===== src/rtl/cpu_pkg.sv =====
// rtl/cpu_pkg.sv - shared opcodes, condition codes, flag indices and flag-update masks
package cpu_pkg;

  localparam int OPCODE_W = 4;

  localparam logic [OPCODE_W-1:0] OP_ADD    = 4'd0;
  localparam logic [OPCODE_W-1:0] OP_SUB    = 4'd1;
  localparam logic [OPCODE_W-1:0] OP_XOR    = 4'd2;
  localparam logic [OPCODE_W-1:0] OP_RED    = 4'd3;
  localparam logic [OPCODE_W-1:0] OP_SLL    = 4'd4;
  localparam logic [OPCODE_W-1:0] OP_SRA    = 4'd5;
  localparam logic [OPCODE_W-1:0] OP_ROR    = 4'd6;
  localparam logic [OPCODE_W-1:0] OP_PADDSB = 4'd7;
  localparam logic [OPCODE_W-1:0] OP_LW     = 4'd8;
  localparam logic [OPCODE_W-1:0] OP_SW     = 4'd9;
  localparam logic [OPCODE_W-1:0] OP_LHB    = 4'd10;

  localparam int FLG_Z = 2;
  localparam int FLG_V = 1;
  localparam int FLG_N = 0;

  typedef enum logic [2:0] {
    CC_NE  = 3'b000,
    CC_EQ  = 3'b001,
    CC_GT  = 3'b010,
    CC_LT  = 3'b011,
    CC_GE  = 3'b100,
    CC_LE  = 3'b101,
    CC_OV  = 3'b110,
    CC_UNC = 3'b111
  } cond_e;

  typedef enum logic {
    ST_IDLE = 1'b0,
    ST_WAIT = 1'b1
  } br_state_e;

  // Mask bit positions follow the {Z,V,N} layout of the flag register.
  function automatic logic [2:0] flag_mask(input logic [OPCODE_W-1:0] opcode);
    logic [2:0] m;
    m = 3'b000;
    case (opcode)
      OP_ADD, OP_SUB:          m = 3'b111;
      OP_XOR, OP_SLL, OP_SRA,
      OP_ROR:                  m = 3'b100;
      default:                 m = 3'b000;
    endcase
    return m;
  endfunction

endpackage


===== src/rtl/cond_eval.sv =====
// rtl/cond_eval.sv - branch condition evaluation against the {Z,V,N} flags
module cond_eval
  import cpu_pkg::*;
(
  input  logic [2:0] flags,
  input  logic [2:0] cond,
  output logic       taken
);

  logic z, v, n;

  assign z = flags[FLG_Z];
  assign v = flags[FLG_V];
  assign n = flags[FLG_N];

  always_comb begin
    taken = 1'b0;
    case (cond_e'(cond))
      CC_NE:   taken = ~z;
      CC_EQ:   taken = z;
      CC_GT:   taken = ~z & ~n;
      CC_LT:   taken = n;
      CC_GE:   taken = z | ~n;
      CC_LE:   taken = z | n;
      CC_OV:   taken = v;
      CC_UNC:  taken = 1'b1;
      default: taken = 1'b0;
    endcase
  end

endmodule


===== src/rtl/flag_branch_ctrl.sv =====
// rtl/flag_branch_ctrl.sv - Z/V/N flag register, branch hazard stall and resolution
module flag_branch_ctrl
  import cpu_pkg::*;
#(
  parameter int OPC_W     = 4,
  parameter int CC_W      = 3,
  parameter int CNT_W     = 16,
  parameter int MAX_STALL = 4
) (
  input  logic             clk,
  input  logic             rst_n,
  input  logic             ex_valid,
  input  logic [OPC_W-1:0] ex_opcode,
  input  logic             ex_stall,
  input  logic             ex_flush,
  input  logic             alu_zero,
  input  logic             alu_ovfl,
  input  logic             alu_neg,
  input  logic             alu_flag_wr,
  input  logic             id_br_valid,
  input  logic [CC_W-1:0]  id_cond,
  output logic [2:0]       flags_q,
  output logic             br_stall,
  output logic             br_resolve,
  output logic             br_taken,
  output logic [CNT_W-1:0] stall_cnt,
  output logic             flag_err,
  output logic             hazard_err
);

  localparam int RUN_W = $clog2(MAX_STALL + 1) + 1;

  logic [2:0]       mask;
  logic [2:0]       alu_flags;
  logic             retire;
  logic             producer;
  logic             cond_taken;
  br_state_e        state_q, state_d;
  logic [RUN_W-1:0] run_q, run_d;

  assign mask      = flag_mask(ex_opcode);
  assign alu_flags = {alu_zero, alu_ovfl, alu_neg};
  assign retire    = ex_valid & ~ex_stall & ~ex_flush;
  // A stalled producer still blocks the branch: there is no forwarding from EX.
  assign producer  = ex_valid & ~ex_flush & (mask != 3'b000);

  assign br_stall   = id_br_valid & producer;
  assign br_resolve = id_br_valid & ~producer;
  assign br_taken   = br_resolve & cond_taken;

  cond_eval u_cond_eval (
    .flags (flags_q),
    .cond  (id_cond),
    .taken (cond_taken)
  );

  always_ff @(posedge clk or negedge rst_n) begin
    if (!rst_n) begin
      flags_q  <= 3'b000;
      flag_err <= 1'b0;
    end else if (retire) begin
      flags_q <= (flags_q & ~mask) | (alu_flags & mask);
      if (alu_flag_wr != (mask != 3'b000)) flag_err <= 1'b1;
    end
  end

  always_ff @(posedge clk or negedge rst_n) begin
    if (!rst_n) begin
      stall_cnt <= '0;
    end else if (br_stall && (stall_cnt != '1)) begin
      stall_cnt <= stall_cnt + CNT_W'(1);
    end
  end

  always_ff @(posedge clk or negedge rst_n) begin
    if (!rst_n) begin
      state_q    <= ST_IDLE;
      run_q      <= '0;
      hazard_err <= 1'b0;
    end else begin
      state_q <= state_d;
      run_q   <= run_d;
      if (br_stall && (run_q == RUN_W'(MAX_STALL))) hazard_err <= 1'b1;
    end
  end

  always_comb begin
    state_d = state_q;
    run_d   = run_q;
    case (state_q)
      ST_IDLE: begin
        if (br_stall) begin
          state_d = ST_WAIT;
          run_d   = RUN_W'(1);
        end
      end
      ST_WAIT: begin
        if (br_stall) begin
          if (run_q != '1) run_d = run_q + RUN_W'(1);
        end else begin
          state_d = ST_IDLE;
          run_d   = '0;
        end
      end
      default: begin
        state_d = ST_IDLE;
        run_d   = '0;
      end
    endcase
  end

endmodule


===== config.mk =====
export PLATFORM = sky130hd
export DESIGN_NAME = flag_branch_ctrl
export DESIGN_NICKNAME = d
export VERILOG_FILES = /design/src/rtl/cpu_pkg.sv /design/src/rtl/cond_eval.sv /design/src/rtl/flag_branch_ctrl.sv
export SDC_FILE = /design/constraint.sdc
export NUM_CORES = 1
export LEC_CHECK = 0
export CORE_MARGIN = 3
export CORE_UTILIZATION = 35
export CTS_CLUSTER_SIZE = 14
export DETAILED_ROUTE_END_ITERATION = 12
export PLACE_DENSITY = 0.66
export SLEW_MARGIN = 20
export SYNTH_ARGS = -nofsm -noshare
export SYNTH_HDL_FRONTEND = slang
export SYNTH_SLANG_ARGS = --single-unit

===== constraint.sdc =====
create_clock -name clk -period 5.37 [get_ports clk]
set_clock_uncertainty 0.1 [all_clocks]
set_input_delay 0.8055 -clock clk [delete_from_list [all_inputs] [get_ports clk]]
set_output_delay 0.8055 -clock clk [all_outputs]
set_load 0.1 [all_outputs]

==> impl_metrics.py, run 1 <==
metrics = {
    "status": {
        "outcome": "complete, no violations",
    },
    "floorplan": {
        "dieArea_um2": 4873,
        "fp-row-count": 22,
        "die_w_um": 69.81,
        "ios": 41,
        "die_height_um": 69.81,
        "floorplan.initialDensity": 0.3752,
        "core-area_um2": 3799,
    },
    "clock_network": {
        "path_clk_slew_ns": 0.08,
        "cts_root_buffer": "clkbuf_8",
        "hold_buffers": 0,
        "cts_resized": 0,
        "cts_sinks": 26,
        "cts_tree": "yes",
        "post_cts_buffers": 0,
        "cts_max_path_buffers": 2,
        "cts_inserted_buffers": 3,
        "clk_latency_ns": 0.27,
        "cts_max_level": 1,
    },
    "job": {
        "cap_violations": 0,
    },
    "detailed_routing": {
        "first_iter_violations": 47,
        "ant_nets": 0,
        "vias": 1180,
        "wirelength_um": 3201,
        "viasPerCell": 5.268,
        "firstDrtPassIters": 4,
        "drt_drc_violations_left": 0,
        "wl_per_cell_um": 14.29,
    },
    "final_layout": {
        "diodes": 0,
        "layout.cells.non_filler": 224,
        "fin_nets": 198,
        "drive_gt1_frac": 0.1193,
        "syn_to_final_growth_pct": 34.42,
        "fin_util": 0.5043,
        "fin_area_um2": 1916,
    },
    "synthesis": {
        "synth_ff_type": "dfrtp_1",
        "netlist_area_um2": 1425,
        "synth_warnings": 0,
        "synth_edf_count": 0,
        "yosysSeqAreaShare": 0.4565,
        "yosys_register_bits": 26,
        "synthArstFlopShare": 1.000,
        "post_synth.cell_area_avg_um2": 10.64,
        "synth_cells": 134,
        "synth.net_count": 154,
        "ys_types": 41,
    },
    "sta": {
        "tns_ns": 0,
        "fin_crit_sh": 0.7563,
        "fin_ws_ns": 1.309,
        "worst_pin_slew_ns": 0.9818,
        "finalCriticalPeriod_ns": 4.061,
        "setup_viol": 0,
        "rsz0062_at_grt": "no",
        "holdWs_ns": 0.3701,
        "max_freq_mhz": 246.2,
        "final_max_slew_viol_count": 0,
        "hold_violations": 0,
        "maxSlewHeadroom": 0.3434,
    },
    "global_routing": {
        "grt_pass1_wl_um": 5782,
        "antenna_found_initial": 0,
        "grt_max_degree": 27,
        "grt_pass1_vias": 1259,
        "grt-ovfl-total": 0,
        "grtUsageTotal": 0.1429,
    },
    "place": {
        "dp_cells": 221,
        "dp_hpwl_um": 2468,
        "dpl-instance-area_um2": 1874,
        "pre_cts_ws_ns": 1.307,
        "portBuffers": 40,
        "place_congestion": 0.7263,
    },
    "setup_path": {
        "crit_path_start_kind": "input pin",
        "crit_path_max_fanout": 11,
        "path_cells": "clkdlybuf4s50_1, a21o_4, or2_4, clkinv_1, clkdlybuf4s50_1",
        "slowest_stage": "clkdlybuf4s50_1",
        "critical_path.top_delay_family": "buffers and inverters",
        "cp.arrival_ns": 3.16,
        "critPathKind": "input pin to output port",
        "cpMostUsedCell": "clkdlybuf4s50_1",
        "path_buf_inv": 3,
        "required_ns": 4.46,
        "crit_path_end_kind": "output port",
        "cp_slowest_stage_delay_ns": 1.16,
    },
    "worst_hold_path": {
        "hold_path_class": "flip-flop to flip-flop",
    },
    "pwr": {
        "ir_drop_v": 0.0002285,
        "power_mw": 0.5967,
        "p_per_area_nw_per_um2": 311.5,
        "cellLeakagePower_nw": 0.8043,
    },
}
-- power by group --
| group | internal, mW | switching [mW] | leakage [nW] | total (mW) |
|---|---|---|---|---|
| registers | 0.215 | 0.0287 | 0.346 | 0.244 |
| clock network | 0.0503 | 0.0595 | 0.0216 | 0.110 |
| logic | 0.0668 | 0.176 | 0.436 | 0.243 |
| total | 0.332 | 0.264 | 0.804 | 0.597 |
-- worst paths after layout --
check | slack [ns] | startpoint | end | cells after the start
max | 1.31 | ex_opcode[0] | br_stall | 5
min | 0.37 | flag_err | flag_err | 1
max reg2reg | 3.45 | stall_cnt[0] | stall_cnt[1] | 5
min reg2reg | 0.37 | flag_err | flag_err | 1
max in group asynchronous | 4.11 | rst_n | stall_cnt[11] | 2
min in group asynchronous | 0.81 | rst_n | run_q[0] | 2
-- synthesized netlist by cell type (2+ instances only) --
cell type,number,area [um2]
nor2_1,6,22.52
and3_1,4,25.02
nand3b_1,2,15.01
o21ai_0,2,10.01
inv_1,3,11.26
mux2_2,8,90.09
xor2_1,5,43.79
a31oi_1,2,12.51
a21oi_1,2,10.01
o22ai_1,3,18.77
nor3_1,5,25.02
nand2_1,11,41.29
nand3_1,12,60.06
nand4_1,5,31.28
and2_1,2,12.51
dfrtp_1,26,650.6
ha_1,3,37.54
nand2b_1,2,12.51
and4_1,2,17.52
xnor2_1,8,70.07
-- kinds of logic after synthesis --
logic type	Yosys count	share of synthesized area
multiplexers	9	0.07024
AO/OA/AOI/OAI	16	0.08166
buffers and inverters	6	0.02370
AND/OR/NAND/NOR	61	0.2616
XOR/XNOR	13	0.07990
flip-flops	26	0.4565
adder cells (fa/ha/maj)	3	0.02634
-- layer usage --
metal / vias to the layer above / wire, um / GRT usage
met3: 4 / 162 / 0.03478
met1: 567 / 1396 / 0.1817
li1: 579 / - / -
met5: - / 0 / 0
met2: 30 / 1591 / 0.2403
met4: 0 / 51 / 0.04043
-- final cells by class --
type / count / area [um2]
Sequential cell: 26 / 650.6
Tap cell: 48 / 60.06
Timing Repair Buffer: 41 / 407.9
Multi-Input combinational cell: 102 / 740.7
Clock buffer: 3 / 41.29
Inverter: 4 / 15.01
Fill cell: 346 / 1883
-- cell usage in the layout, fill, tap and decap left out, types with 2 or more instances in the layout --
cell,count
xnor2_1,8
and4_1,2
and3_1,4
o21ai_0,2
a21oi_1,2
nand2_1,11
dfrtp_1,26
and2_1,2
nand3b_1,2
nand2b_1,2
nor2_1,6
nand4_1,5
nor3_1,5
nand3_1,12
o22ai_1,3
xor2_1,5
clkbuf_8,3
clkdlybuf4s50_1,40
mux2_2,8
ha_1,3
inv_1,3
a31oi_1,2
Note: power is estimated with default switching activity, not from simulation.
==> inputs of run 2 (changes only) <==
- PLACE_DENSITY: 0.66 -> 0.68
- clock period: 5.37 -> 3.55 ns (I/O delays scaled with it)
==> run 2 against run 1 <==
  * Clock-buffer cell count unchanged
  * Largest power group unchanged
  * Critical path type unchanged
  * Register-to-register slack lost 1.8 ns
  * Critical endpoint unchanged
  * Via count is 1.4% lower
==> impl_metrics.py, run 2 (synthesis results as in run 1) <==
metrics = {
    "status": {
        "outcome": "complete, no violations",
    },
    "detailed_routing": {
        "wirelength_um": 3133,
        "first_iter_violations": 41,
        "firstDrtPassIters": 4,
        "wl_per_cell_um": 13.92,
        "viasPerCell": 5.173,
        "drt_drc_violations_left": 0,
        "ant_nets": 0,
        "vias": 1164,
    },
    "setup_path": {
        "startpoint": "ex_opcode[1]",
        "critPathKind": "input pin to output port",
        "crit_path_start_kind": "input pin",
        "cp_slowest_stage_delay_ns": 0.44,
        "required_ns": 2.92,
        "cp.arrival_ns": 2.04,
        "crit_path_end_kind": "output port",
        "slowest_stage": "clkdlybuf4s50_1",
        "crit_path_max_fanout": 11,
        "reg2reg_from": "stall_cnt[0]",
        "path_cells": "clkdlybuf4s50_1, a21o_4, or2_4, clkinv_1, buf_4",
    },
    "clock_network": {
        "cts_resized": 0,
        "cts_sinks": 26,
        "hold_buffers": 0,
        "cts_max_path_buffers": 2,
        "clk_latency_ns": 0.27,
        "cts_max_level": 1,
        "post_cts_buffers": 0,
        "cts_root_buffer": "clkbuf_8",
        "path_clk_slew_ns": 0.09,
        "cts_tree": "yes",
        "cts_inserted_buffers": 3,
    },
    "global_routing": {
        "grt_pass1_vias": 1222,
        "grt_max_degree": 27,
        "antenna_found_initial": 0,
        "grt-ovfl-total": 0,
        "grt_pass1_wl_um": 5595,
        "grtUsageTotal": 0.1374,
    },
    "sta": {
        "finalCriticalPeriod_ns": 2.673,
        "max_freq_mhz": 374.1,
        "fin_crit_sh": 0.7530,
        "tns_ns": 0,
        "setup_viol": 0,
        "maxSlewHeadroom": 0.3464,
        "worst_pin_slew_ns": 0.9773,
        "hold_violations": 0,
        "final_max_slew_viol_count": 0,
        "rsz0062_at_grt": "no",
    },
    "place": {
        "dp_hpwl_um": 2440,
        "place_congestion": 0.7709,
        "dp_cells": 221,
        "portBuffers": 40,
    },
    "floorplan": {
        "die_height_um": 69.81,
        "fp-row-count": 22,
        "ios": 41,
        "dieArea_um2": 4873,
        "die_w_um": 69.81,
        "core-area_um2": 3799,
        "floorplan.initialDensity": 0.3752,
    },
    "pwr": {
        "cellLeakagePower_nw": 0.8229,
        "p_per_area_nw_per_um2": 505.7,
        "ir_drop_v": 0.0003356,
    },
    "final_layout": {
        "drive_gt1_frac": 0.1412,
        "layout.cells.non_filler": 225,
        "fill_cells": 352,
        "diodes": 0,
        "mostFrequentLayoutCell": "clkdlybuf4s50_1",
        "syn_to_final_growth_pct": 36.00,
        "final_cell_mix": "37 x clkdlybuf4s50_1, 26 x dfrtp_1, 12 x nand3_1",
        "fin_nets": 198,
    },
    "worst_hold_path": {
        "hold_path_class": "flip-flop to flip-flop",
        "min_from": "flag_err",
    },
    "job": {
        "cap_violations": 0,
    },
}
## run 2: changes by cell type in the layout (fill, tap and decap cells not counted), sizes merged
cell,previous run,this run
bufinv,0,1
buf,1,4
clkdlybuf4s50,40,37
## run 2: final timing paths
check                               endpoint  slack [ns]  cells after the start
worst min-delay path                flag_err        0.36                      1
worst max register to register  stall_cnt[1]        1.61                      5
worst max-delay path                br_stall        0.88                      5
worst min register to register      flag_err        0.36                      1
min in group asynchronous       stall_cnt[0]        0.53                      2
max in group asynchronous       stall_cnt[2]        2.57                      2
## run 2: cell type report
cell class | count | area, um2 | share of cell area
Sequential cell | 26 | 650.6 | 0.3357
Timing Repair Buffer | 41 | 400.4 | 0.2066
Inverter | 4 | 15.01 | 0.007747
Tap cell | 48 | 60.06 | 0.03099
Clock buffer | 3 | 41.29 | 0.02130
Multi-Input combinational cell | 102 | 740.7 | 0.3822
Clock inverter | 1 | 30.03 | 0.01549
## run 2: layer usage
metal  track usage  vias to the layer above  part of all wire
li1              -                      581                 -
met1        0.1695                      555              0.45
met2        0.2413                       26              0.50
met3       0.04058                        2             0.048
met4       0.01915                        0            0.0026
met5             0                        -                 0
## run 2: report_power, final
| group | internal [mW] | switching (mW) |
|---|---|---|
| Clock | 0.151 | 0.0907 |
| Combinational | 0.101 | 0.267 |
| Sequential | 0.325 | 0.0453 |
| Total | 0.577 | 0.403 |
## run 2: through the flow
step	utilization	hold slack [ns]	setup slack (ns)	total power, mW	instance area [um2]
after floorplan	-	0.1369	0.5312	0.6353	1425
after global placement	0.4914	0.3469	0.9061	0.7361	1867
after detailed placement	0.4914	0.3441	0.8693	0.7456	1867
after CTS	0.5102	0.3651	0.8698	0.9929	1938
after global routing	0.5102	0.4002	0.7924	1.028	1938
final	0.5102	0.3587	0.8769	0.9802	1938
## run 2: critical path: cells and delay by family
family | cells | cell delay [ns]
AO/OA/AOI/OAI | 1 | 0.24
buffers and inverters | 3 | 0.94
AND/OR/NAND/NOR | 1 | 0.32
==> inputs of run 3 (changes only) <==
- PLACE_DENSITY: 0.68 -> 0.66
- clock period: 3.55 -> 2.5 ns (I/O delays scaled with it)
==> run 3 against run 2 <==
  * Wire length is 0.70% higher
  * Clock-buffer cell count is 1 higher
  * Die area stayed put
  * Hold slack better by 0.0080 ns
==> impl_metrics.py, run 3 (synthesis results as in run 1) <==
metrics = {
    "final_layout": {
        "multi_input_area_um2": 742.0,
        "fill_cells": 353,
        "diodes": 0,
        "fin_nets": 199,
        "fin_area_um2": 1916,
        "mostFrequentLayoutCell": "dfrtp_1",
        "drive_gt1_frac": 0.2697,
        "final_cell_mix": "26 x dfrtp_1, 23 x buf_4, 16 x clkdlybuf4s50_1",
        "regArea_um2": 650.6,
        "syn_to_final_growth_pct": 34.42,
    },
    "global_routing": {
        "grtUsageTotal": 0.1387,
        "grt_busiest_layer": "met2",
        "use_met3": 0.03333,
        "antenna_found_initial": 0,
        "grt_use_met2": 0.2361,
        "grt_pass1_vias": 1235,
        "gr-usage-met1": 0.1834,
        "grt_pass1_wl_um": 5664,
        "grt-ovfl-total": 0,
        "grt_max_degree": 27,
    },
    "detailed_routing": {
        "wirelength_um": 3155,
        "first_iter_violations": 83,
        "wl_per_cell_um": 13.96,
        "firstDrtPassIters": 4,
        "drt_drc_violations_left": 0,
        "ant_nets": 0,
        "vias": 1176,
        "viasPerCell": 5.204,
    },
    "clock_network": {
        "cts_root_buffer": "clkbuf_8",
        "hold_buffers": 0,
        "clk_latency_ns": 0.27,
        "post_cts_buffers": 0,
        "path_clk_slew_ns": 0.10,
        "cts_inserted_buffers": 3,
        "cts_resized": 0,
        "cts_max_level": 1,
        "cts_sinks": 26,
        "cts_max_path_buffers": 2,
        "cts_tree": "yes",
    },
    "sta": {
        "finalCriticalPeriod_ns": 2.266,
        "final_max_slew_viol_count": 0,
        "rsz0062_at_grt": "no",
        "tns_ns": 0,
        "setup_viol": 0,
        "fin_crit_sh": 0.9066,
        "maxSlewHeadroom": 0.7625,
        "hold_violations": 0,
        "max_freq_mhz": 441.2,
        "worst_pin_slew_ns": 0.3530,
        "fin_ws_ns": 0.2336,
    },
    "place": {
        "place_congestion": 0.8287,
        "pre_cts_ws_ns": 0.1626,
        "portBuffers": 40,
        "dp_hpwl_um": 2458,
        "dpl-instance-area_um2": 1861,
    },
    "setup_path": {
        "cp.arrival_ns": 1.79,
        "critPathKind": "input pin to output port",
        "crit_path_end_kind": "output port",
        "crit_path_start_kind": "input pin",
        "required_ns": 2.03,
        "crit_path_max_fanout": 4,
    },
    "floorplan": {
        "floorplan.initialDensity": 0.3752,
        "die_w_um": 69.81,
        "core-area_um2": 3799,
        "ios": 41,
        "dieArea_um2": 4873,
        "die_height_um": 69.81,
        "fp-row-count": 22,
    },
    "worst_hold_path": {
        "hold_path_class": "input pin to async pin",
    },
    "pwr": {
        "p_per_area_nw_per_um2": 686.6,
        "ir_drop_v": 0.0004624,
        "cellLeakagePower_nw": 0.8688,
    },
    "status": {
        "outcome": "complete, no violations",
    },
    "job": {
        "cap_violations": 0,
    },
}
run 3: worst paths after layout:
| kind | slack (ns) | endpoint | start | cells after the start |
|---|---|---|---|---|
| worst max-delay path | 0.23 | br_taken | id_cond[1] | 6 |
| min in group clk | 0.37 | flag_err | flag_err | 1 |
| max in group asynchronous | 1.67 | stall_cnt[11] | rst_n | 2 |
| worst min register to register | 0.37 | flag_err | flag_err | 1 |
| worst max register to register | 0.56 | stall_cnt[1] | stall_cnt[0] | 5 |
| worst min-delay path | 0.37 | stall_cnt[6] | rst_n | 2 |
run 3: per-layer routing:
metal | up-vias | share of wire
li1 | 579 | -
met1 | 567 | 0.45
met2 | 30 | 0.50
met3 | 0 | 0.051
met4 | 0 | 0
met5 | - | 0
run 3: worst max-delay path, cell delays in order:
cell and delay (ns):
clkdlybuf4s50_1 0.53, inv_1 0.08, o21ai_0 0.18, a21oi_1 0.06
o311a_2 0.40, buf_12 0.17
run 3: power breakdown:
part           leakage (nW)  switching [mW]  internal (mW)
registers             0.346          0.0627          0.462
clock network        0.0288           0.134          0.141
logic                 0.494           0.378          0.138
total                 0.869           0.574          0.741
run 3: area by class of cell:
| cell class | instances | share of cell area |
|---|---|---|
| Multi-Input combinational cell | 102 | 0.3873 |
| Sequential cell | 26 | 0.3396 |
| Timing Repair Buffer | 42 | 0.2051 |
| Tap cell | 48 | 0.03135 |
| Clock buffer | 4 | 0.02874 |
| Inverter | 4 | 0.007838 |
run 3: through the flow:
step	std cells	hold slack [ns]	util	power, mW
after global routing	226	0.4003	0.5043	1.386
after global placement	222	0.3533	0.4898	1.040
after floorplan	134	-0.02059	-	0.9026
after CTS	226	0.3751	0.5043	1.326
final	226	0.3667	0.5043	1.315
after detailed placement	222	0.3524	0.4898	1.050
